File: src/rtl/mult_div_unit_if.sv
// -----------------------------------------------------------------------------
// mult_div_unit_if
// Bundle of the operand, control and result signals between the MIPS control
// unit / register file and the iterative multiply/divide unit.
//
// Handshake: the requester raises Start with MDOp/A/B while Busy is low; the
// unit takes them on that rising edge and raises Busy on the same edge. Busy
// stays high until HI/LO are written; Done (and DivByZero) then pulse for one
// cycle. A new Start may be presented during the Done cycle. Start, WriteHI
// and WriteLO are ignored while Busy is high.
//
// Signals
//   Start     req -> unit   begin an operation (sampled only when idle)
//   MDOp      req -> unit   00 MULT, 01 MULTU, 10 DIV, 11 DIVU
//   A, B      req -> unit   rs / rt operands (A is also MTHI/MTLO data)
//   WriteHI   req -> unit   MTHI: HI <= A
//   WriteLO   req -> unit   MTLO: LO <= A
//   Busy      unit -> req   operation in progress (pipeline stall)
//   Done      unit -> req   one-cycle pulse, HI/LO hold the new result
//   DivByZero unit -> req   pulses with Done for a divide with B == 0
//   HI, LO    unit -> req   architectural HI/LO registers
// -----------------------------------------------------------------------------
interface mult_div_unit_if;
   logic        Start;
   logic [1:0]  MDOp;
   logic [31:0] A;
   logic [31:0] B;
   logic        WriteHI;
   logic        WriteLO;
   logic        Busy;
   logic        Done;
   logic        DivByZero;
   logic [31:0] HI;
   logic [31:0] LO;

   modport master (
      output Start, MDOp, A, B, WriteHI, WriteLO,
      input  Busy, Done, DivByZero, HI, LO
   );

   modport slave (
      input  Start, MDOp, A, B, WriteHI, WriteLO,
      output Busy, Done, DivByZero, HI, LO
   );
endinterface

File: src/rtl/mult_div_unit.sv
// -----------------------------------------------------------------------------
// mult_div_unit
// Iterative 32-bit multiply/divide unit holding the MIPS HI/LO registers.
// MULT/MULTU use shift-add, DIV/DIVU use restoring division; both work on
// unsigned magnitudes for 32 cycles, then one FIX cycle applies the signs and
// writes HI/LO. Every operation takes 33 cycles of Busy.
//
// Ports
//   clk          system clock, rising edge
//   reset        asynchronous, active-low; clears all state
//   mdu          slave side of mult_div_unit_if (operands, control, HI/LO)
//   o_dbg_state  current FSM state (0 IDLE, 1 CALC, 2 FIX)
// -----------------------------------------------------------------------------
module mult_div_unit (
   input  logic                  clk,
   input  logic                  reset,
   mult_div_unit_if.slave        mdu,
   output logic [1:0]            o_dbg_state
);

   typedef enum logic [1:0] {
      ST_IDLE = 2'd0,
      ST_CALC = 2'd1,
      ST_FIX  = 2'd2
   } state_t;

   state_t      r_state;
   state_t      w_next;

   logic [1:0]  r_op;
   logic [31:0] r_a;        // multiplicand / dividend magnitude (dividend shifts left)
   logic [31:0] r_b;        // multiplier (shifts right) / divisor magnitude
   logic [31:0] r_a_orig;   // raw A, returned in HI on divide by zero
   logic        r_sign_q;   // product / quotient sign
   logic        r_sign_r;   // remainder sign
   logic        r_bzero;
   logic [63:0] r_acc;      // multiply: running product; divide: {remainder, quotient}
   logic [4:0]  r_cnt;
   logic        r_busy;
   logic        r_done;
   logic        r_dbz;
   logic [31:0] r_hi;
   logic [31:0] r_lo;

   logic        w_signed;
   logic [31:0] w_abs_a;
   logic [31:0] w_abs_b;
   logic [32:0] w_mul_sum;
   logic [32:0] w_div_shift;
   logic        w_div_ok;
   logic [31:0] w_div_diff;
   logic [63:0] w_prod;
   logic [31:0] w_quot;
   logic [31:0] w_rem;

   // ---------------------------------------------------------------- FSM
   always_ff @(posedge clk or negedge reset) begin
      if (!reset) r_state <= ST_IDLE;
      else        r_state <= w_next;
   end

   always_comb begin
      w_next = r_state;
      unique case (r_state)
         ST_IDLE: if (mdu.Start) w_next = ST_CALC;
         ST_CALC: if (r_cnt == 5'd31) w_next = ST_FIX;
         ST_FIX:  w_next = ST_IDLE;
         default: w_next = ST_IDLE;
      endcase
   end

   // ---------------------------------------------------------- operand prep
   // MDOp[0] = 0 selects the signed variants.
   assign w_signed = ~mdu.MDOp[0];
   assign w_abs_a  = (w_signed && mdu.A[31]) ? (~mdu.A + 32'd1) : mdu.A;
   assign w_abs_b  = (w_signed && mdu.B[31]) ? (~mdu.B + 32'd1) : mdu.B;

   // ------------------------------------------------------- iteration step
   // Shift-add: add the multiplicand into the upper half when the current
   // multiplier bit is set, then shift the whole 64-bit product right.
   assign w_mul_sum = {1'b0, r_acc[63:32]} + (r_b[0] ? {1'b0, r_a} : 33'd0);

   // Restoring divide: bring the next dividend bit into a 33-bit partial
   // remainder so the compare against the divisor sees the carry-out bit.
   assign w_div_shift = {r_acc[63:32], r_a[31]};
   assign w_div_ok    = (w_div_shift >= {1'b0, r_b});
   // When the subtract succeeds the difference is below the divisor, so its
   // low 32 bits are the full new remainder.
   assign w_div_diff  = w_div_shift[31:0] - r_b;

   // ------------------------------------------------------------ sign fix
   assign w_prod = r_sign_q ? (~r_acc + 64'd1)         : r_acc;
   assign w_quot = r_sign_q ? (~r_acc[31:0] + 32'd1)   : r_acc[31:0];
   assign w_rem  = r_sign_r ? (~r_acc[63:32] + 32'd1)  : r_acc[63:32];

   // ------------------------------------------------------------ datapath
   always_ff @(posedge clk or negedge reset) begin
      if (!reset) begin
         r_op     <= 2'd0;
         r_a      <= 32'd0;
         r_b      <= 32'd0;
         r_a_orig <= 32'd0;
         r_sign_q <= 1'b0;
         r_sign_r <= 1'b0;
         r_bzero  <= 1'b0;
         r_acc    <= 64'd0;
         r_cnt    <= 5'd0;
         r_busy   <= 1'b0;
         r_done   <= 1'b0;
         r_dbz    <= 1'b0;
         r_hi     <= 32'd0;
         r_lo     <= 32'd0;
      end else begin
         r_done <= 1'b0;
         r_dbz  <= 1'b0;
         unique case (r_state)
            ST_IDLE: begin
               if (mdu.Start) begin
                  // Start has priority; a simultaneous MTHI/MTLO is dropped.
                  r_op     <= mdu.MDOp;
                  r_a      <= w_abs_a;
                  r_b      <= w_abs_b;
                  r_a_orig <= mdu.A;
                  r_sign_q <= w_signed & (mdu.A[31] ^ mdu.B[31]);
                  r_sign_r <= w_signed & mdu.A[31];
                  r_bzero  <= (mdu.B == 32'd0);
                  r_acc    <= 64'd0;
                  r_cnt    <= 5'd0;
                  r_busy   <= 1'b1;
               end else begin
                  if (mdu.WriteHI) r_hi <= mdu.A;
                  if (mdu.WriteLO) r_lo <= mdu.A;
               end
            end
            ST_CALC: begin
               r_cnt <= r_cnt + 5'd1;
               if (r_op[1]) begin
                  r_acc <= {(w_div_ok ? w_div_diff : w_div_shift[31:0]),
                            r_acc[30:0], w_div_ok};
                  r_a   <= {r_a[30:0], 1'b0};
               end else begin
                  r_acc <= {w_mul_sum, r_acc[31:1]};
                  r_b   <= {1'b0, r_b[31:1]};
               end
            end
            ST_FIX: begin
               r_busy <= 1'b0;
               r_done <= 1'b1;
               r_dbz  <= r_op[1] & r_bzero;
               if (!r_op[1]) begin
                  r_hi <= w_prod[63:32];
                  r_lo <= w_prod[31:0];
               end else if (r_bzero) begin
                  r_hi <= r_a_orig;
                  r_lo <= 32'hFFFF_FFFF;
               end else begin
                  r_hi <= w_rem;
                  r_lo <= w_quot;
               end
            end
            default: ;
         endcase
      end
   end

   assign mdu.Busy      = r_busy;
   assign mdu.Done      = r_done;
   assign mdu.DivByZero = r_dbz;
   assign mdu.HI        = r_hi;
   assign mdu.LO        = r_lo;
   assign o_dbg_state   = r_state;

endmodule

File: src/flat_wrapper.sv
// flat-port wrapper written by rule: the top's interface ports become plain ports
module mult_div_unit_flat 
  (clk, reset, o_dbg_state, mdu_Start, mdu_MDOp, mdu_A, mdu_B, mdu_WriteHI, mdu_WriteLO, mdu_Busy, mdu_Done, mdu_DivByZero, mdu_HI, mdu_LO);
  mult_div_unit_if mdu_i ();
  input  logic clk;
  input  logic reset;
  output logic [1:0] o_dbg_state;
  input wire logic [$bits(mdu_i.Start)-1:0] mdu_Start;
  input wire logic [$bits(mdu_i.MDOp)-1:0] mdu_MDOp;
  input wire logic [$bits(mdu_i.A)-1:0] mdu_A;
  input wire logic [$bits(mdu_i.B)-1:0] mdu_B;
  input wire logic [$bits(mdu_i.WriteHI)-1:0] mdu_WriteHI;
  input wire logic [$bits(mdu_i.WriteLO)-1:0] mdu_WriteLO;
  output wire logic [$bits(mdu_i.Busy)-1:0] mdu_Busy;
  output wire logic [$bits(mdu_i.Done)-1:0] mdu_Done;
  output wire logic [$bits(mdu_i.DivByZero)-1:0] mdu_DivByZero;
  output wire logic [$bits(mdu_i.HI)-1:0] mdu_HI;
  output wire logic [$bits(mdu_i.LO)-1:0] mdu_LO;
  assign mdu_i.Start = mdu_Start;
  assign mdu_i.MDOp = mdu_MDOp;
  assign mdu_i.A = mdu_A;
  assign mdu_i.B = mdu_B;
  assign mdu_i.WriteHI = mdu_WriteHI;
  assign mdu_i.WriteLO = mdu_WriteLO;
  assign mdu_Busy = mdu_i.Busy;
  assign mdu_Done = mdu_i.Done;
  assign mdu_DivByZero = mdu_i.DivByZero;
  assign mdu_HI = mdu_i.HI;
  assign mdu_LO = mdu_i.LO;
  mult_div_unit u_core (.clk(clk), .reset(reset), .mdu(mdu_i), .o_dbg_state(o_dbg_state));
endmodule
File: config.mk
export PLATFORM = sky130hd
export DESIGN_NAME = mult_div_unit_flat
export DESIGN_NICKNAME = d
export VERILOG_FILES = /design/src/rtl/mult_div_unit_if.sv /design/src/rtl/mult_div_unit.sv /design/src/flat_wrapper.sv
export SDC_FILE = /design/constraint.sdc
export NUM_CORES = 1
export LEC_CHECK = 0
export BUFFER_PORTS_ARGS = -buffer_cell sky130_fd_sc_hd__buf_4
export CAP_MARGIN = 20
export CORE_MARGIN = 8
export CORE_UTILIZATION = 62
export CTS_CLUSTER_DIAMETER = 80
export DETAILED_ROUTE_END_ITERATION = 16
export GPL_TIMING_DRIVEN = 1
export PLACE_DENSITY = 0.87
export SLEW_MARGIN = 20
export SYNTH_ARGS = -nofsm -noshare
export SYNTH_HDL_FRONTEND = slang
export SYNTH_SLANG_ARGS = --single-unit
File: constraint.sdc
create_clock -name clk -period 3.8 [get_ports clk]
set_input_delay 0.57 -clock clk [delete_from_list [all_inputs] [get_ports clk]]
set_output_delay 0.57 -clock clk [all_outputs]
set_load 0.01 [all_outputs]
==> impl_metrics.tcl <==
set metrics [dict create \
    status "completed" \
    cts_buffer_depth 3 \
    crit_path_start_kind "flip-flop" \
    min_period_ns 3.617 \
    vias 18560 \
    synth_edf_count 0 \
    rsz0062_at_grt "false" \
    final_area_sq_um 20590 \
    row_count 62 \
    fillCellCount 2272 \
    fp.dieH_um 187.1 \
    holdBufCountCts 0 \
    ir_worst_vdd_mv 0.5417 \
    grt_max_degree 86 \
    antennaDiodeCount 0 \
    antenna_found_initial 1 \
    fin_nets 2482 \
    synth.top_cell.area_share_pct 32.82 \
    cts_tree "built" \
    cts-root-buf "clkbuf_16" \
    leakagePower_uw 0.009027 \
    yosys_warnings 0 \
    drtIter0Drc 2215 \
    h-tree-depth 1 \
    setup_tns_ns 0 \
    io_pins 140 \
    netlist_area_sq_um 18150 \
    initial_core_util_pct 63.05 \
    worstPathMaxFanout 6 \
    max_cap_violations 0 \
    clock_sinks 238 \
    wl_per_cell_um 22.56 \
    slew_headroom_pct 29.87 \
    finalCritPeriodShare_pct 95.18 \
    die-area_sq_um 35000 \
    numCtsBuffers 28 \
    grt_pass1_wl_um 97360 \
    drt-total-wl_um 61840 \
    clkSlewWorstSetupHoldPaths_ns 0.06 \
    synth.ff_latch_count 238 \
    fin_worst_skew_ns 0.02034 \
    place_inst 2692 \
    final_common_cell "nand2_1" \
    endpoint_kind "flip-flop" \
    drive_gt1_share_pct 12.94 \
    overflow 0 \
    drc 0 \
    dr.pass1.iters 6 \
    hold_path.class "in2async" \
    fmax_mhz 276.5 \
    core_sq_um 28780 \
    ys.flop_type "dfrtp_1" \
    crit_type "reg2reg" \
    synth_cell_types 76 \
    synth-seq-area-share_pct 32.82 \
    synth_fp_nets 2414 \
    yosys.area.top_type "dfrtp_1" \
    synth_area_leaders "dfrtp_1 33%, o21ai_0 7.7%, nand2_1 6.2%, xor2_1 4.9%, ha_1 4.9%" \
    p_per_area_nw_per_um2 1017 \
    antenna_left 0 \
    synth_area_per_cell_sq_um 7.994 \
    synth_cells 2270 \
    arrival_ns 4.06 \
    via_per_inst 6.771 \
    gp_congestion 0.9871 \
    clk_latency_ns 0.56 \
    worst_ep_required_time_ns 4.24 \
    syn2layout_area_growth_pct 13.49 \
    grtUsageTotal_pct 33.81 \
    dpl-instance-area_sq_um 19660 \
    finalNonFillerCells 2741 \
    setup_viol 0 \
    die_w_um 187.1 \
    hold_violations 0 \
    async_flop_share_pct 100.0 \
    final_cell_mix "297 x nand2_1, 278 x o21ai_0, 236 x dfrtp_1, 208 x buf_4, 152 x a21oi_1" \
    grt_pass1_vias 17650 \
    hpwl_um 44680 \
    slew_violations 0 \
    port_buffers 139 \
    tightest_slew_ns 1.052 \
]
[logic make-up after synthesis]
family,synth area share (%)
AOI/OAI and AO/OA,24.31
xor gates and xnor gates,9.122
adders and majority gates,5.116
buffers and inverters,4.785
DFF,32.82
muxes,4.861
and+or+nand+nor,18.98
[metrics by stage]
step,util [%],setup WS [ns],power (uW),hold WS [ns]
finish,71.55,0.1833,20940,0.04116
global route,71.55,0.0001843,22360,0.08644
CTS,71.52,0.1410,20620,0.06643
detailed placement,68.31,0.1485,17800,0.4600
global placement,68.31,0.2983,17430,0.4519
floorplan,-,0.4241,13660,0.2744
[per-layer routing]
layer	part of all wire [%]	vias to the layer above	global-route usage, %
met3	11	198	7.625
li1	-	8269	-
met2	44	1206	51.79
met1	41	8883	45.62
met5	0.074	-	0
met4	4.1	2	13.84
[report_power, final]
part / switching [uW] / internal, uW / total (uW)
registers: 1370 / 3740 / 5110
clock network: 1130 / 1580 / 2720
logic: 7800 / 5320 / 13100
total: 10300 / 10600 / 20900
[cells in the mapped netlist, drive strengths merged, types with 3 or more instances]
master,instances
clkbuf,154
nor2b,13
mux2,9
o22ai,11
nand3,77
or2,9
o31a,6
a31o,4
nand4,20
o211ai,43
a22oi,13
nor3,31
nand2b,18
and2,39
a211oi,24
xnor2,87
a221o,7
nor2,140
nor4,17
mux2i,78
a211o,3
dfrtp,238
a32oi,3
nand2,298
a221oi,18
a21oi,152
o21bai,11
or4,16
a21o,37
a31oi,21
ha,71
o41ai,14
inv,55
nor3b,4
buf,20
or3,36
a222oi,3
and3,7
o21a,10
o21ai,282
o221ai,6
xor2,102
o31ai,30
o2111ai,5
[worst paths after layout]
path,from,end,slack (ns),depth (start not counted)
max,u_core.r_b[0]$_DFFE_PN0P_,u_core.r_acc[61]$_DFFE_PN0P_,0.18,14
min,reset,u_core.r_a_orig[14]$_DFFE_PN0P_,0.04,1
max reg2reg,u_core.r_b[0]$_DFFE_PN0P_,u_core.r_acc[61]$_DFFE_PN0P_,0.18,14
min reg2reg,u_core.r_a_orig[2]$_DFFE_PN0P_,u_core.r_a_orig[2]$_DFFE_PN0P_,0.48,2
max in group asynchronous,reset,u_core.mdu.HI[28]$_DFFE_PN0P_,2.78,2
min in group clk,mdu_A[28],u_core.r_a_orig[28]$_DFFE_PN0P_,0.29,3
[timing repair]
item                       in CTS  in global routing
setup buffers                   0                  0
resized for setup               0                  3
setup endpoints to repair       0                  5
[registers in the layout (all words and copies together), names as in the netlist]
| name | count |
|---|---|
| u_core.r_sign_q | 1 |
| u_core.r_a | 32 |
| u_core.mdu.Done | 1 |
| u_core.mdu.DivByZero | 1 |
| u_core.mdu.HI | 32 |
| u_core.o_dbg_state | 2 |
| u_core.r_sign_r | 1 |
| u_core.r_acc | 64 |
| u_core.r_op | 1 |
| u_core.r_b | 32 |
| u_core.mdu.Busy | 1 |
| u_core.r_cnt | 5 |
| u_core.mdu.LO | 32 |
| u_core.r_bzero | 1 |
| u_core.r_a_orig | 32 |
[area by class of cell]
class                      count  area (sq um)  area share [%]
multi-input combinational   1802         11380           55.26
timing repair buffer         212          1637           7.947
clock inverter                13         143.9          0.6987
tap                          384         480.5           2.333
inverter                      56         210.2           1.021
clock buffer                  36         780.7           3.791
sequential                   238          5961           28.94
[critical path, stage by stage (launching register included)]
cell and delay, ns:
dfrtp_1 0.50, and2_1 0.18, ha_1 0.18, inv_1 0.06, fa_1 0.39, nand2b_1 0.23
a211oi_1 0.31, buf_4 0.19, o2111ai_1 0.11, nand2_1 0.23, o21ai_0 0.28, o21ai_0 0.29
xnor2_1 0.17, o21ai_0 0.11, a32o_1 0.28
No activity file was read; power rests on OpenSTA's default activity.
